## src/rtl/alu_pkg.sv

```systemverilog
// ----------------------------------------------------------------------------
// alu_pkg
//   Shared encodings for the ALU sequencer: ALU control codes, instruction
//   kinds, branch condition codes, the sequencer state enum and a helper that
//   evaluates a branch condition against the ALU flags.
// ----------------------------------------------------------------------------
package alu_pkg;

    typedef enum logic [2:0] {
        ALU_NAND = 3'b000,
        ALU_AND  = 3'b001,
        ALU_XOR  = 3'b010,
        ALU_SHR  = 3'b011,
        ALU_MOV  = 3'b100,
        ALU_RSVD = 3'b101,
        ALU_ADD  = 3'b110,
        ALU_SUB  = 3'b111
    } alu_op_e;

    typedef enum logic [1:0] {
        KIND_ALU    = 2'b00,  // ALU op with writeback
        KIND_CMP    = 2'b01,  // compare: SUB without writeback
        KIND_BRANCH = 2'b10,  // branch test on held ALU flags
        KIND_RSVD   = 2'b11
    } instr_kind_e;

    typedef enum logic [1:0] {
        COND_Z  = 2'b00,
        COND_C  = 2'b01,
        COND_NZ = 2'b10,
        COND_NC = 2'b11
    } br_cond_e;

    typedef enum logic [1:0] {
        ST_IDLE  = 2'b00,
        ST_ISSUE = 2'b01,
        ST_WB    = 2'b10
    } seq_state_e;

    function automatic logic cond_met(input br_cond_e cond, input logic zf, input logic cf);
        logic met;
        unique case (cond)
            COND_Z:  met = zf;
            COND_C:  met = cf;
            COND_NZ: met = ~zf;
            default: met = ~cf;
        endcase
        return met;
    endfunction

endpackage

```

## src/rtl/regfile4x8.sv

```systemverilog
// ----------------------------------------------------------------------------
// regfile4x8
//   Four 8-bit registers with two combinational read ports (A/B operands),
//   one combinational debug read port and one synchronous write port.
//   Ports:
//     clk, rst_n          clock, asynchronous active-low reset (clears R0-R3)
//     ra_addr / ra_data   read port A
//     rb_addr / rb_data   read port B
//     dbg_addr / dbg_data debug read port
//     we, wa, wd          write enable, address, data (written on rising edge)
// ----------------------------------------------------------------------------
module regfile4x8 (
    input  logic       clk,
    input  logic       rst_n,
    input  logic [1:0] ra_addr,
    output logic [7:0] ra_data,
    input  logic [1:0] rb_addr,
    output logic [7:0] rb_data,
    input  logic [1:0] dbg_addr,
    output logic [7:0] dbg_data,
    input  logic       we,
    input  logic [1:0] wa,
    input  logic [7:0] wd
);

    logic [7:0] regs [4];

    // NOTE: the array is small and architecturally must read zero after reset,
    // so it is reset like ordinary flops; a larger RAM would be left unreset.
    always_ff @(posedge clk or negedge rst_n) begin
        if (!rst_n) begin
            for (int i = 0; i < 4; i++) begin
                regs[i] <= '0;
            end
        end else if (we) begin
            regs[wa] <= wd;
        end
    end

    // Reads are combinational, so the debug port shows the old value while a
    // write is pending and the new value from the cycle after the write edge.
    assign ra_data  = regs[ra_addr];
    assign rb_data  = regs[rb_addr];
    assign dbg_data = regs[dbg_addr];

endmodule

```

## src/rtl/alu_sequencer.sv

```systemverilog
// ----------------------------------------------------------------------------
// alu_sequencer
//   Accepts one instruction at a time and sequences it through an external
//   ALU: IDLE -> ISSUE -> WB for ALU ops and compares, IDLE -> WB for branch
//   tests and illegal encodings. The external ALU registers its result and
//   flags on the edge ending ISSUE; they are consumed during WB.
//   Ports:
//     clk, rst_n                     clock, asynchronous active-low reset
//     instr_valid / instr_ready      instruction handshake (ready only in IDLE)
//     instr_kind, instr_op,
//     instr_dst, instr_src,
//     instr_use_imm, instr_imm       instruction fields
//     alu_a, alu_b, alu_control,
//     alu_execute                    operands/command to the ALU (ISSUE only)
//     alu_out, alu_zf, alu_cf        result and flags from the ALU
//     done, err, br_taken            completion pulse with status
//     dbg_sel / dbg_data             combinational register read-back
// ----------------------------------------------------------------------------
module alu_sequencer
    import alu_pkg::*;
(
    input  logic       clk,
    input  logic       rst_n,
    input  logic       instr_valid,
    output logic       instr_ready,
    input  logic [1:0] instr_kind,
    input  logic [2:0] instr_op,
    input  logic [1:0] instr_dst,
    input  logic [1:0] instr_src,
    input  logic       instr_use_imm,
    input  logic [7:0] instr_imm,
    output logic [7:0] alu_a,
    output logic [7:0] alu_b,
    output logic [2:0] alu_control,
    output logic       alu_execute,
    input  logic [7:0] alu_out,
    input  logic       alu_zf,
    input  logic       alu_cf,
    output logic       done,
    output logic       err,
    output logic       br_taken,
    input  logic [1:0] dbg_sel,
    output logic [7:0] dbg_data
);

    seq_state_e  state;
    instr_kind_e kind_q;
    alu_op_e     op_q;
    logic [1:0]  dst_q;
    br_cond_e    cond_q;
    logic        flags_valid;

    instr_kind_e kind_in;
    alu_op_e     op_in;
    logic        needs_alu;
    logic [7:0]  rd_a;
    logic [7:0]  rd_b;
    logic        wb_en;

    assign kind_in   = instr_kind_e'(instr_kind);
    assign op_in     = alu_op_e'(instr_op);
    assign needs_alu = (kind_in == KIND_CMP) ||
                       ((kind_in == KIND_ALU) && (op_in != ALU_RSVD));

    // Operands are read straight from the offered fields: registers only
    // change in WB, so the values captured at acceptance are current.
    regfile4x8 u_regs (
        .clk      (clk),
        .rst_n    (rst_n),
        .ra_addr  (instr_dst),
        .ra_data  (rd_a),
        .rb_addr  (instr_src),
        .rb_data  (rd_b),
        .dbg_addr (dbg_sel),
        .dbg_data (dbg_data),
        .we       (wb_en),
        .wa       (dst_q),
        .wd       (alu_out)
    );

    assign instr_ready = (state == ST_IDLE);
    assign wb_en       = (state == ST_WB) && (kind_q == KIND_ALU) && (op_q != ALU_RSVD);

    // Branch outcome is taken from the ALU flags as they stand during WB.
    assign br_taken = done && !err && (kind_q == KIND_BRANCH) &&
                      cond_met(cond_q, alu_zf, alu_cf);

    // NOTE: every register here uses <= so all of them sample pre-edge values;
    // a blocking = would let later statements see already-updated state.
    always_ff @(posedge clk or negedge rst_n) begin
        if (!rst_n) begin
            state       <= ST_IDLE;
            kind_q      <= KIND_ALU;
            op_q        <= ALU_NAND;
            dst_q       <= '0;
            cond_q      <= COND_Z;
            flags_valid <= 1'b0;
            alu_execute <= 1'b0;
            alu_a       <= '0;
            alu_b       <= '0;
            alu_control <= '0;
            done        <= 1'b0;
            err         <= 1'b0;
        end else begin
            alu_execute <= 1'b0;
            done        <= 1'b0;
            err         <= 1'b0;
            unique case (state)
                ST_IDLE: begin
                    if (instr_valid) begin
                        kind_q <= kind_in;
                        op_q   <= op_in;
                        dst_q  <= instr_dst;
                        cond_q <= br_cond_e'(instr_src);
                        if (needs_alu) begin
                            state       <= ST_ISSUE;
                            alu_execute <= 1'b1;
                            alu_a       <= rd_a;
                            alu_b       <= instr_use_imm ? instr_imm : rd_b;
                            alu_control <= (kind_in == KIND_CMP) ? ALU_SUB : op_in;
                        end else begin
                            // Branch tests and illegal encodings skip the ALU.
                            state <= ST_WB;
                            done  <= 1'b1;
                            err   <= (kind_in != KIND_BRANCH) || !flags_valid;
                        end
                    end
                end
                ST_ISSUE: begin
                    state <= ST_WB;
                    done  <= 1'b1;
                end
                ST_WB: begin
                    state <= ST_IDLE;
                    if ((kind_q == KIND_CMP) || ((kind_q == KIND_ALU) && (op_q == ALU_SUB))) begin
                        flags_valid <= 1'b1;
                    end
                end
                default: state <= ST_IDLE;
            endcase
        end
    end

endmodule

```

## config.mk

```make
export PLATFORM = sky130hd
export DESIGN_NAME = alu_sequencer
export DESIGN_NICKNAME = d
export VERILOG_FILES = /design/src/rtl/alu_pkg.sv /design/src/rtl/regfile4x8.sv /design/src/rtl/alu_sequencer.sv
export SDC_FILE = /design/constraint.sdc
export NUM_CORES = 1
export LEC_CHECK = 0
export ABC_CLOCK_PERIOD_IN_PS = 1550
export CORE_ASPECT_RATIO = 0.5
export CORE_MARGIN = 2
export CORE_UTILIZATION = 35
export CTS_BUF_LIST = sky130_fd_sc_hd__clkbuf_8 sky130_fd_sc_hd__clkbuf_16
export CTS_CLUSTER_DIAMETER = 40
export DETAILED_ROUTE_END_ITERATION = 7
export GPL_TIMING_DRIVEN = 0
export HOLD_SLACK_MARGIN = 0.12
export PLACE_DENSITY_LB_ADDON = 0.12
export RECOVER_POWER = 25
export SLEW_MARGIN = 20
export SYNTH_ARGS = -nofsm -noshare
export SYNTH_HDL_FRONTEND = slang
export SYNTH_SLANG_ARGS = --single-unit
```

## constraint.sdc

```tcl
create_clock -name clk -period 1.55 [get_ports clk]
set_input_delay 0.31 -clock clk [delete_from_list [all_inputs] [get_ports clk]]
set_output_delay 0.31 -clock clk [all_outputs]
set_load 0.02 [all_outputs]
```

==> results_dict.tcl <==
set metrics [dict create \
    clock_path_buffers 2 \
    skew_ns 0.00400 \
    wl_met2_um 4330 \
    violations "setup timing" \
    rr_worst_depth 4 \
    wirelength_um 9040 \
    whs_ns 0.445 \
    synth_seq_cells 66 \
    drive_above_1_share 0.499 \
    outcome "complete, but fails checks" \
    path_max_fanout 5 \
    ir_drop_mv 0.748 \
    antenna_found_initial 0 \
    crit_start "state[1]" \
    final_max_slew_viol_count 0 \
    placed_cell_area_sq_mm 0.00404 \
    worst_slew_pin_slew_ns 0.909 \
    p_leak_nw 2.07 \
    pre_cts_ws_ns -0.576 \
    grt_max_degree 57 \
    setup_viol 57 \
    synthCells 221 \
    worst_r2r_endpoint "alu_a[6]" \
    cellPowerDensity_mw_per_mm2 1800 \
    min_period_ns 1.69 \
    die_h_um 72.4 \
    grt_use_total 0.193 \
    row_count 24 \
    fmax_mhz 592 \
    synth.distinct_cells 29 \
    total_power_mw 8.54 \
    yosys.area.top_type "dfrtp_1" \
    postRouteAntennaNets 0 \
    diodes 0 \
    maxCapViolCount 0 \
    fillers 765 \
    hold_viol_final 0 \
    critPathKind "flip-flop to flip-flop" \
    syn_nets 254 \
    start_util 0.368 \
    drc 0 \
    yosys.area.top_type_share 0.505 \
    yosysSeqAreaShare 0.505 \
    ioPinCount 65 \
    finalWorstSetupSlack_ns -0.139 \
    numPortBuffers 58 \
    clock_latency_ns 0.33 \
    grt_overflow_total 0 \
    gp_congestion 0.748 \
    synth.area.top_cells "dfrtp_1 50%, mux2_2 19%, mux4_2 11%, mux2i_1 3.1%, mux2_1 2.8%" \
    routed.top_layer "met4" \
    root_buffer "clkbuf_16" \
    rrSetupSlack_ns -0.14 \
    critical_path.endpoint_type "flip-flop" \
    cts_made_buffers 9 \
    start_kind "flip-flop" \
    synth_area_sq_mm 0.00327 \
    fin_crit_sh 1.09 \
    via_per_inst 5.28 \
    stdcell_area_sq_mm 0.00475 \
    reg2reg_from "state[1]" \
    wl_met1_um 4100 \
    via_count 2386 \
    crit_required_ns 1.76 \
    core_area_sq_mm 0.00889 \
    relSlewSlack 0.392 \
    fin_nets 363 \
    finish.utilization 0.534 \
    cts_tree "built" \
    die_w_um 141 \
    syn-mean-instance-area_sq_um 14.8 \
    post-dp-hpwl_um 5310 \
    dr_wl_met3_um 504 \
    dr.pass1.iters 4 \
    post_drt_wl_per_cell_um 20.0 \
    hp-class "input port to flip-flop" \
    yosys_warnings 0 \
    synthToLayoutAreaGrowth_pct 45.1 \
    clkSlewWorstSetupHoldPaths_ns 0.05 \
    grt_pass1_wl_um 14200 \
    rsz0062_at_grt "true" \
    first_global_vias 2528 \
    critPathArrivalTime_ns 1.90 \
    clock-sinks 66 \
    htreeDepth 3 \
    drt_iter0_drc 100 \
    die-area_sq_mm 0.0102 \
    endpoint "alu_a[6]" \
]
==> cell families (layout without fill, tap and decap cells) <==
kind of cell              after synthesis  in the layout  share of synthesized area
AOI/OAI and AO/OA                      17             17                     0.0421
and+or+nand+nor                        24             24                     0.0585
buffers and inverters                  23            137                     0.0310
xor gates and xnor gates                1              1                    0.00268
muxes                                  90             90                      0.361
DFF                                    66             66                      0.505
==> worst max-delay path, cell delays in order, from the launching register on <==
cell	delay, ns
dfrtp_1	0.39
or3b_4	0.43
nor3_4	0.24
buf_6	0.21
mux2_4	0.31
==> flip-flops by register name, indices dropped and copies added, names as in the netlist <==
signal	count
dst_q	2
state	2
done	1
alu_execute	1
alu_control	3
u_regs.regs	32
alu_b	8
kind_q	2
cond_q	2
flags_valid	1
err	1
alu_a	8
op_q	3
==> cells in the mapped netlist, drive strengths merged <==
cell type / number
nand4bb: 1
dfrtp: 66
or3b: 1
inv: 11
mux2i: 10
a31o: 2
nand3: 1
nor2b: 1
and4bb: 1
nand3b: 1
or4: 2
nand2: 2
o21ai: 2
nand4b: 2
xor2: 1
nor2: 7
buf: 12
a21oi: 3
mux4: 16
nor3: 3
o21a: 2
mux2: 64
a222oi: 8
nand4: 1
nor4b: 1
==> area by class of cell <==
| cell class | count | area (sq um) | share of cell area |
|---|---|---|---|
| buffer | 10 | 65.1 | 0.0137 |
| clock buffer | 13 | 280 | 0.0590 |
| clock inverter | 3 | 37.5 | 0.00791 |
| inverter | 11 | 41.3 | 0.00870 |
| multi-input combinational | 132 | 1610 | 0.339 |
| sequential | 66 | 1660 | 0.349 |
| tap | 117 | 146 | 0.0308 |
| timing repair buffer | 100 | 912 | 0.192 |
==> worst min path at each step <==
| stage | startpoint | end | cells after the start | slack (ns) |
|---|---|---|---|---|
| after floorplan | rst_n | alu_a[0] | 0 | 0.01 |
| after global placement | flags_valid | flags_valid | 1 | 0.46 |
| after detailed placement | rst_n | alu_control[1] | 1 | 0.17 |
| after CTS | rst_n | cond_q[1] | 2 | 0.36 |
| after global routing | instr_valid | state[1] | 3 | 0.46 |
| final | instr_valid | done | 3 | 0.44 |
==> what timing repair did <==
action,in CTS,in global routing
hold buffers,1,0
buffers inserted,37,3
gates cloned,1,0
hold endpoints to repair,66,0
resized for setup,104,17
pin swaps,3,3
setup endpoints to repair,89,71
==> per-layer routing <==
| layer | GRT usage | vias up |
|---|---|---|
| li1 | - | 1067 |
| met1 | 0.246 | 1236 |
| met2 | 0.318 | 71 |
| met3 | 0.0607 | 12 |
| met4 | 0.0633 | 0 |
| met5 | 0 | - |
==> metrics by stage <==
stage | instances | TNS (ns)
finish | 452 | -4.32
global route | 452 | -15.71
detailed placement | 397 | -26.49
CTS | 452 | -6.29
global placement | 396 | -164.17
floorplan | 221 | -0.734
==> report_power, final <==
part | switching (mW) | internal, mW | total, mW
logic | 1.41 | 2.10 | 3.51
clock network | 0.720 | 1.41 | 2.13
registers | 0.459 | 2.44 | 2.89
total | 2.59 | 5.94 | 8.54
==> cell usage in the layout, fill, tap and decap left out, drive strengths merged, types with 7 or more instances in the layout <==
cell type	Yosys	final
dfrtp	66	66
mux2	64	64
buf	12	59
mux2i	10	10
mux4	16	16
clkdlybuf4s50	0	24
a222oi	8	8
dlygate4sd2	0	23
nor2	7	7
inv	11	13
clkbuf	0	16
Note: power is estimated with default switching activity, not from simulation.
